## config.mk

```make
export PLATFORM = sky130hd
export DESIGN_NAME = wordcount_beat_unpacker
export DESIGN_NICKNAME = d
export VERILOG_FILES = /design/src/rtl/wordcount_beat_unpacker.sv
export SDC_FILE = /design/constraint.sdc
export NUM_CORES = 1
export LEC_CHECK = 0
export ABC_AREA = 1
export BUFFER_PORTS_ARGS = -buffer_cell sky130_fd_sc_hd__buf_2
export CAP_MARGIN = 15
export CORE_MARGIN = 8
export CORE_UTILIZATION = 25
export DETAILED_ROUTE_END_ITERATION = 10
export HOLD_SLACK_MARGIN = 0.12
export PLACE_DENSITY = 0.53
export SYNTH_ARGS = -nofsm -noshare
export SYNTH_HDL_FRONTEND = slang
export SYNTH_SLANG_ARGS = --single-unit
```

## constraint.sdc

```tcl
create_clock -name ap_clk -period 2.7 [get_ports ap_clk]
set_input_delay 0.27 -clock ap_clk [delete_from_list [all_inputs] [get_ports ap_clk]]
set_output_delay 0.27 -clock ap_clk [all_outputs]
set_load 0.005 [all_outputs]
```

## src/rtl/wordcount_beat_unpacker.sv

```systemverilog
// Splits wide AXI4-Stream beats into fixed-width words, emitting exactly num_words per kick.
// Optional WORDCOUNT_UNPACK_SKIP_ZERO_EN: all-zero lanes are dropped as padding.
module wordcount_beat_unpacker #(
  parameter int unsigned C_BEAT_WIDTH  = 512,
  parameter int unsigned C_WORD_WIDTH  = 128,
  parameter int unsigned C_COUNT_WIDTH = 32
) (
  input  logic                     ap_clk,
  input  logic                     areset,
  input  logic                     kick,
  input  logic [C_COUNT_WIDTH-1:0] num_words,
  output logic                     busy,
  output logic                     done,
  output logic                     underrun,
  input  logic                     s_axis_tvalid,
  output logic                     s_axis_tready,
  input  logic [C_BEAT_WIDTH-1:0]  s_axis_tdata,
  input  logic                     s_axis_tlast,
  output logic                     m_word_valid,
  input  logic                     m_word_ready,
  output logic [C_WORD_WIDTH-1:0]  m_word_data,
  output logic                     m_word_last,
  output logic [C_COUNT_WIDTH-1:0] m_word_index
);

  localparam int unsigned LANES  = C_BEAT_WIDTH / C_WORD_WIDTH;
  localparam int unsigned LANE_W = (LANES > 1) ? $clog2(LANES) : 1;
  localparam logic [LANE_W-1:0]        LAST_LANE = LANE_W'(LANES - 1);
  localparam logic [C_COUNT_WIDTH-1:0] CNT_ONE   = C_COUNT_WIDTH'(1);

  typedef enum logic [2:0] {StIdle, StLoad, StEmit, StDrain, StDone} state_e;

  state_e                             r_state, w_state_next;
  logic [LANES-1:0][C_WORD_WIDTH-1:0] r_beat, w_beat_next;
  logic                               r_beat_last, w_beat_last_next;
  logic [LANE_W-1:0]                  r_lane, w_lane_next;
  logic [C_COUNT_WIDTH-1:0]           r_remaining, w_remaining_next;
  logic [C_COUNT_WIDTH-1:0]           r_index, w_index_next;
  logic                               r_underrun, w_underrun_next;

  logic [C_WORD_WIDTH-1:0] w_lane_data;
  logic w_skip, w_fire, w_final, w_advance, w_more, w_last_lane;

  assign w_lane_data = r_beat[r_lane];

`ifdef WORDCOUNT_UNPACK_SKIP_ZERO_EN
  assign w_skip = (r_state == StEmit) && (w_lane_data == '0);
`else
  assign w_skip = 1'b0;
`endif

  assign m_word_valid = (r_state == StEmit) && !w_skip;
  assign m_word_data  = w_lane_data;
  assign m_word_last  = m_word_valid && (r_remaining == CNT_ONE);
  assign m_word_index = r_index;
  assign busy         = (r_state != StIdle);
  assign done         = (r_state == StDone);
  assign underrun     = r_underrun;

  assign w_fire      = m_word_valid && m_word_ready;
  assign w_final     = w_fire && (r_remaining == CNT_ONE);
  assign w_advance   = w_fire || w_skip;
  // A skipped lane leaves remaining untouched, so a further beat is still owed.
  assign w_more      = w_skip || (r_remaining > CNT_ONE);
  assign w_last_lane = (r_lane == LAST_LANE);

  always_comb begin
    w_state_next     = r_state;
    w_beat_next      = r_beat;
    w_beat_last_next = r_beat_last;
    w_lane_next      = r_lane;
    w_remaining_next = r_remaining;
    w_index_next     = r_index;
    w_underrun_next  = r_underrun;
    s_axis_tready    = 1'b0;
    unique case (r_state)
      StIdle: begin
        if (kick) begin
          w_remaining_next = num_words;
          w_index_next     = '0;
          w_underrun_next  = 1'b0;
          w_state_next     = (num_words == '0) ? StDone : StLoad;
        end
      end
      StLoad: begin
        s_axis_tready = 1'b1;
        if (s_axis_tvalid) begin
          w_beat_next      = s_axis_tdata;
          w_beat_last_next = s_axis_tlast;
          w_lane_next      = '0;
          w_state_next     = StEmit;
        end
      end
      StEmit: begin
        // Gapless reload: take the next beat in the cycle the final lane leaves.
        s_axis_tready = w_last_lane && w_advance && w_more && !r_beat_last;
        if (w_fire) begin
          w_remaining_next = r_remaining - CNT_ONE;
          w_index_next     = r_index + CNT_ONE;
        end
        if (w_final) begin
          w_state_next = r_beat_last ? StDone : StDrain;
        end else if (w_advance) begin
          if (!w_last_lane) begin
            w_lane_next = r_lane + LANE_W'(1);
          end else if (r_beat_last) begin
            w_underrun_next = 1'b1;
            w_state_next    = StDone;
          end else if (s_axis_tvalid) begin
            w_beat_next      = s_axis_tdata;
            w_beat_last_next = s_axis_tlast;
            w_lane_next      = '0;
          end else begin
            w_state_next = StLoad;
          end
        end
      end
      StDrain: begin
        s_axis_tready = 1'b1;
        if (s_axis_tvalid && s_axis_tlast) begin
          w_state_next = StDone;
        end
      end
      StDone: begin
        w_state_next = StIdle;
      end
      default: begin
        w_state_next = StIdle;
      end
    endcase
  end

  always_ff @(posedge ap_clk) begin
    if (areset) begin
      r_state     <= StIdle;
      r_beat      <= '0;
      r_beat_last <= 1'b0;
      r_lane      <= '0;
      r_remaining <= '0;
      r_index     <= '0;
      r_underrun  <= 1'b0;
    end else begin
      r_state     <= w_state_next;
      r_beat      <= w_beat_next;
      r_beat_last <= w_beat_last_next;
      r_lane      <= w_lane_next;
      r_remaining <= w_remaining_next;
      r_index     <= w_index_next;
      r_underrun  <= w_underrun_next;
    end
  end

endmodule

```

* Word level (Yosys, flattened, before mapping)
Index checks and enable logic that the tools add are counted.
** Storage, ports and cells
- Register bits :: 583
- Input bits :: 550
- Output and inout port bits :: 166
- Word-level logic and storage cells :: 98
** Operators by class
- Add/sub/neg operators :: 3
- Magnitude comparators :: 2
- Eq/ne operators :: 18
- Multiplexer cells :: 45
- Reductions and logical operators :: 20
** Operators with widths (count)
- $mux 512 :: 5
- $pmux 512 s2 :: 1
- $bmux 128 s2 :: 1
- $mux 128 :: 1
- $mux 32 :: 4
- $pmux 32 s2 :: 2
- $add 32x1->32 const B :: 1
- $eq 32x1->1 const B :: 1
- $gt 32x1->1 const B :: 1
- $logic_not 32->1 :: 1
- $sub 32x1->32 const B :: 1
- $mux 3 :: 10
- $pmux 3 s4 :: 1
- $reduce_and 6->1 :: 2
- $mux 1 :: 11
- $mux 2 :: 5
- $ne 2x2->1 const B :: 5
- $reduce_and 5->1 :: 2
- $logic_and 1x1->1 :: 7
- $eq 3x2->1 const B :: 2
- $ne 2x1->1 const B :: 3
- $ne 3x1->1 const B :: 2
- $pmux 1 s2 :: 3
- $ne 4x2->1 const B :: 1
- 14 further kinds :: 15

* Logic depth before layout (Yosys ltp)
- Depth after elaboration :: 6
- Gate-level depth with buffers :: 13
- Gate-level depth less buffers :: 12

* Worst setup path after synthesis
Ideal clock, no wire load.
- Path type :: register to output
- Start :: register r_lane[0]
- End :: output m_word_data[100]
- Data arrival time :: 1.601 ns
- Data required time :: 2.430 ns
- Setup slack :: 0.829 ns
- Cell stages (with the launch flop) :: 7
- Buffers on the path :: 4
- Path through :: dfxtp_1 > clkbuf_1 > clkbuf_1 > clkbuf_1 > clkbuf_1 > nor2_1 > o22ai_1
** On the way
- Cells in the longest elaborated chain, start to end :: 2
** Ends and longest elaborated chain
- from (decl) :: RTL line 36 : logic [LANE_W-1:0] r_lane, w_lane_next;
- from (signal assigned) :: RTL line 146 : r_lane <= w_lane_next;
- $bmux 128 s2 :: RTL line 44 : assign w_lane_data = r_beat[r_lane];
- $mux 128 (implied by the code) :: RTL line 44
- to (decl) :: RTL line 21 : output logic [C_WORD_WIDTH-1:0] m_word_data,
Every way passes these cells. The select of a mux whose other input is x is not followed.

* Worst setup path after layout
- Start :: register r_lane[1]
- End :: output m_word_data[28]
Same word-level chain as after synthesis.

==> results.cfg <==
[yosys]
syn-num-nets = 4354
synth.area.mux_share_pct = 0
post_synth_instance_area_mm2 = 0.0259
seq_area_frac_synth_pct = 45.1
synth.ff_latch_count = 583
synth_top_family_by_area = simple AND/OR/NAND/NOR gates
synth_top_cells_by_count = nor2_1, o21ai_0, dfxtp_1
simple_gate_share_of_the_synthesized_area_pct = 27.5
synth_largest_area_cell = dfxtp_1
number_of_warning_messages_in_the_yosys_log = 0
post-synth-top-area-fraction_pct = 45.1
synthCells = 3800
number_of_enable_flip_flop_cells_after_synthesis = 0
synthXorXnorAreaFrac_pct = 0.102
netlist_top_cells_area = dfxtp_1, nor2_1, o21ai_0, nand2_1, o22ai_1
dominantRegCellSynth = dfxtp_1
synth_most_common_cell = nor2_1
synth-adder-area-share_pct = 0.193
count_of_different_cell_masters_after_synthesis = 40
synth_compound_area_share_pct = 20.4
asr_flop_ratio_synth_pct = 0
post_synth.cell_area_avg_um2 = 6.81

[timing]
rsz_0062_raised_after_global_routing = yes
worst_hold_slack_ns = 0.194
worstMarginPinSlew_ns = 0.672
timing_hold_violations_final = 0
relSlewSlack_pct = 55.2
fmax_mhz = 384
timing.final.crit_period_ns = 2.60
report.final.slew_viol_count = 0
setup_total_negative_slack_ns = 0
clock_skew_ns = 0.0237
fin_crit_sh_pct = 96.4
report.final.setup_viol = 0

[grt]
grt_pass1_vias = 30389
antenna_found_initial = 21
groute.usage.overall_pct = 19.9
grt_overflow = 0
grt_max_degree = 95
global_route_wire_length_before_repair_um = 179000

[critical_path]
worstRegToRegCells = 11
criticalPathCategory = reg -> out
critical_path.endpoint = m_word_data[28]
setup.reg_to_reg.worst_slack_ns = 0.18
cp-start-kind = flip-flop
arrival_ns = 2.33
cp_data_required_time_ns = 2.43
regToRegEndpoint = r_beat[207]
timing.critical_path.max_delay_family = buffers and inverters
cp.buffers_inverters = 5
cp_max_fo = 42
critical_path.most_common_cell = buf_16
worst_setup_path_startpoint = r_lane[1]
worstReg2RegStart = r_lane[1]
worst-path-stages = 7
crit_path_cell_trace = buf_16 > inv_6 > buf_16 > buf_4 > o21ai_0 > o22ai_1 > buf_2
timing.critical_path.to_type = primary output
timing.critical_path.slowest_cell_delay_ns = 0.39
critPathSlowestCell = dfxtp_4

[floorplan]
start_util_pct = 25.1
fp-row-count = 118
top_level_ports = 716
dieArea_mm2 = 0.114
fp.dieW_um = 338
core_mm2 = 0.103
floorplan.die.height_um = 338

[routing]
detailedRoute.firstIterationViolations = 2249
drt_first_pass_iters = 5
finalWirelength_um = 121000
via_count = 30799
vias_per_cell = 4.80
drt_drc_violations_left = 0
antenna_left = 0
wire_per_inst_um = 18.8

[power_and_ir_drop]
static_leak_nw = 16.6
power_per_cell_area_mw_per_mm2 = 985
vdd.ir_drop.worst_v = 0.000564

[cts]
clock_tree_from_tritoncts = yes
max-clock-path-buffers = 3
insertion_delay_ns = 0.65
htree_levels = 3
cts_root_buf = clkbuf_16
cts_buffers = 72
cts_sinks = 583
worst_setup_hold_path_clk_slew_ns = 0.05

[job]
max-cap-violations = 0

[finish]
net_total_in_the_final_layout = 5513
area_delta_synth_final_pct = 51.4
final_layout_size_suffix_gt1_share_pct = 19.2
layoutNonFillerInstCount = 6413

[status]
outcome = complete, no violations

[placed_design]
detailedPlacementHpwl_um = 79500
io_buffer_count = 715
final_estimated_routing_congestion_in_global_placement = 0.892
post-place-cells = 5696

[hold_path]
path_type_of_the_worst_min_delay_path = in -> reg
## cells by family (layout without fill, tap and decap cells)
family / after synthesis / in the layout
compound gates: 1010 / 1010
xor+xnor: 3 / 3
fa+ha+maj: 4 / 4
buf+inv: 361 / 1576
flops: 583 / 583
other cells: 0 / 18
simple gates: 1839 / 1839
## worst min path at each step
stage	from	end	slack (ns)	cells after the start
floorplan	num_words[1]	r_remaining[1]	0.41	2
global placement	r_beat[277]	r_beat[277]	0.46	2
detailed placement	r_beat[374]	r_beat[374]	0.46	2
CTS	s_axis_tlast	r_beat_last	0.13	6
global route	s_axis_tlast	r_beat_last	0.19	6
finish	s_axis_tlast	r_beat_last	0.19	6
## placed cells by master, fill, tap and decap left out, types with 3 or more instances in the layout
cell type      synthesis  layout
a21oi_1               52      52
a31oi_1                3       3
buf_12                 0      24
buf_16                 0       4
buf_2                 65     715
buf_4                 30      45
buf_6                 19       6
bufbuf_16              0       4
clkbuf_1             150      12
clkbuf_16              0      75
clkbuf_8               0      21
clkinv_2               0      14
dfxtp_1              583     581
diode_2                0      18
dlygate4sd3_1          0     560
ha_1                   4       4
inv_1                 79      77
inv_16                 0       6
inv_2                  6       5
nand2_1              253     252
nand3_1               61      61
nand4_1               20      20
nor2_1              1471    1466
nor2_2                 5       9
nor3_1                17      17
o211ai_1               5       5
o21a_1                12      12
o21ai_0              777     772
o21ai_1               27      31
o22ai_1              128     113
o22ai_2                0      15
## sequential cells by signal, summed over array words and instances (netlist names)
signal and cells:
m_word_index 32, underrun 1, r_beat 512, r_remaining 32
r_lane 2, r_beat_last 1, r_state 3
## report_power, final
group | leakage, nW | internal, mW | switching, mW
Clock | 1.21 | 5.77 | 4.09
Combinational | 10.7 | 5.93 | 9.64
Sequential | 4.77 | 11.6 | 1.60
## worst reg2reg max path: stages (launching register included)
cell and delay [ns]:
dfxtp_4 0.42, ha_1 0.25, inv_1 0.11, o21ai_1 0.19, nand2_1 0.10, nor2_2 0.21, nand2_8 0.10, buf_4 0.19
inv_16 0.26, buf_12 0.39, nor2_1 0.12, nor2_1 0.12
## per-layer routing
| metal | wire (µm) | global-route usage (%) | part of all wire [%] |
|---|---|---|---|
| met5 | 34 | 0 | 0.028 |
| met1 | 49500 | 24.7 | 41 |
| met4 | 8380 | 12.6 | 6.9 |
| met3 | 8770 | 4.64 | 7.3 |
| met2 | 54000 | 31.1 | 45 |
## metrics by stage
stage / instance area, µm² / total power [mW] / setup WS [ns] / util [%]
floorplan: 25900 / 22.6 / 0.829 / -
global placement: 30700 / 27.7 / 0.311 / 29.8
detailed placement: 30700 / 27.9 / 0.295 / 29.8
CTS: 39000 / 38.7 / 0.00719 / 37.9
global route: 39200 / 41.5 / -0.0427 / 38.0
finish: 39200 / 38.6 / 0.0983 / 38.0
## layout make-up
class                   instances  area, µm²
clock buffers                 107       2190
flip-flops and latches        583      11700
well taps                    1380       1730
multi-input cells            2856      12600
repair buffers               1360      10300
clock inverters                23        236
inverters                      86        368
diodes                         18       45.0
fillers                     10785      63900
## what timing repair did
item                       CTS  global route
hold endpoints to repair   547             0
cloned                       4             1
resized for setup           33            12
hold buffers               560             0
setup endpoints to repair   68            23
pin swaps                    0             3
setup buffers                0             4
Note: power is estimated with default switching activity, not from simulation.
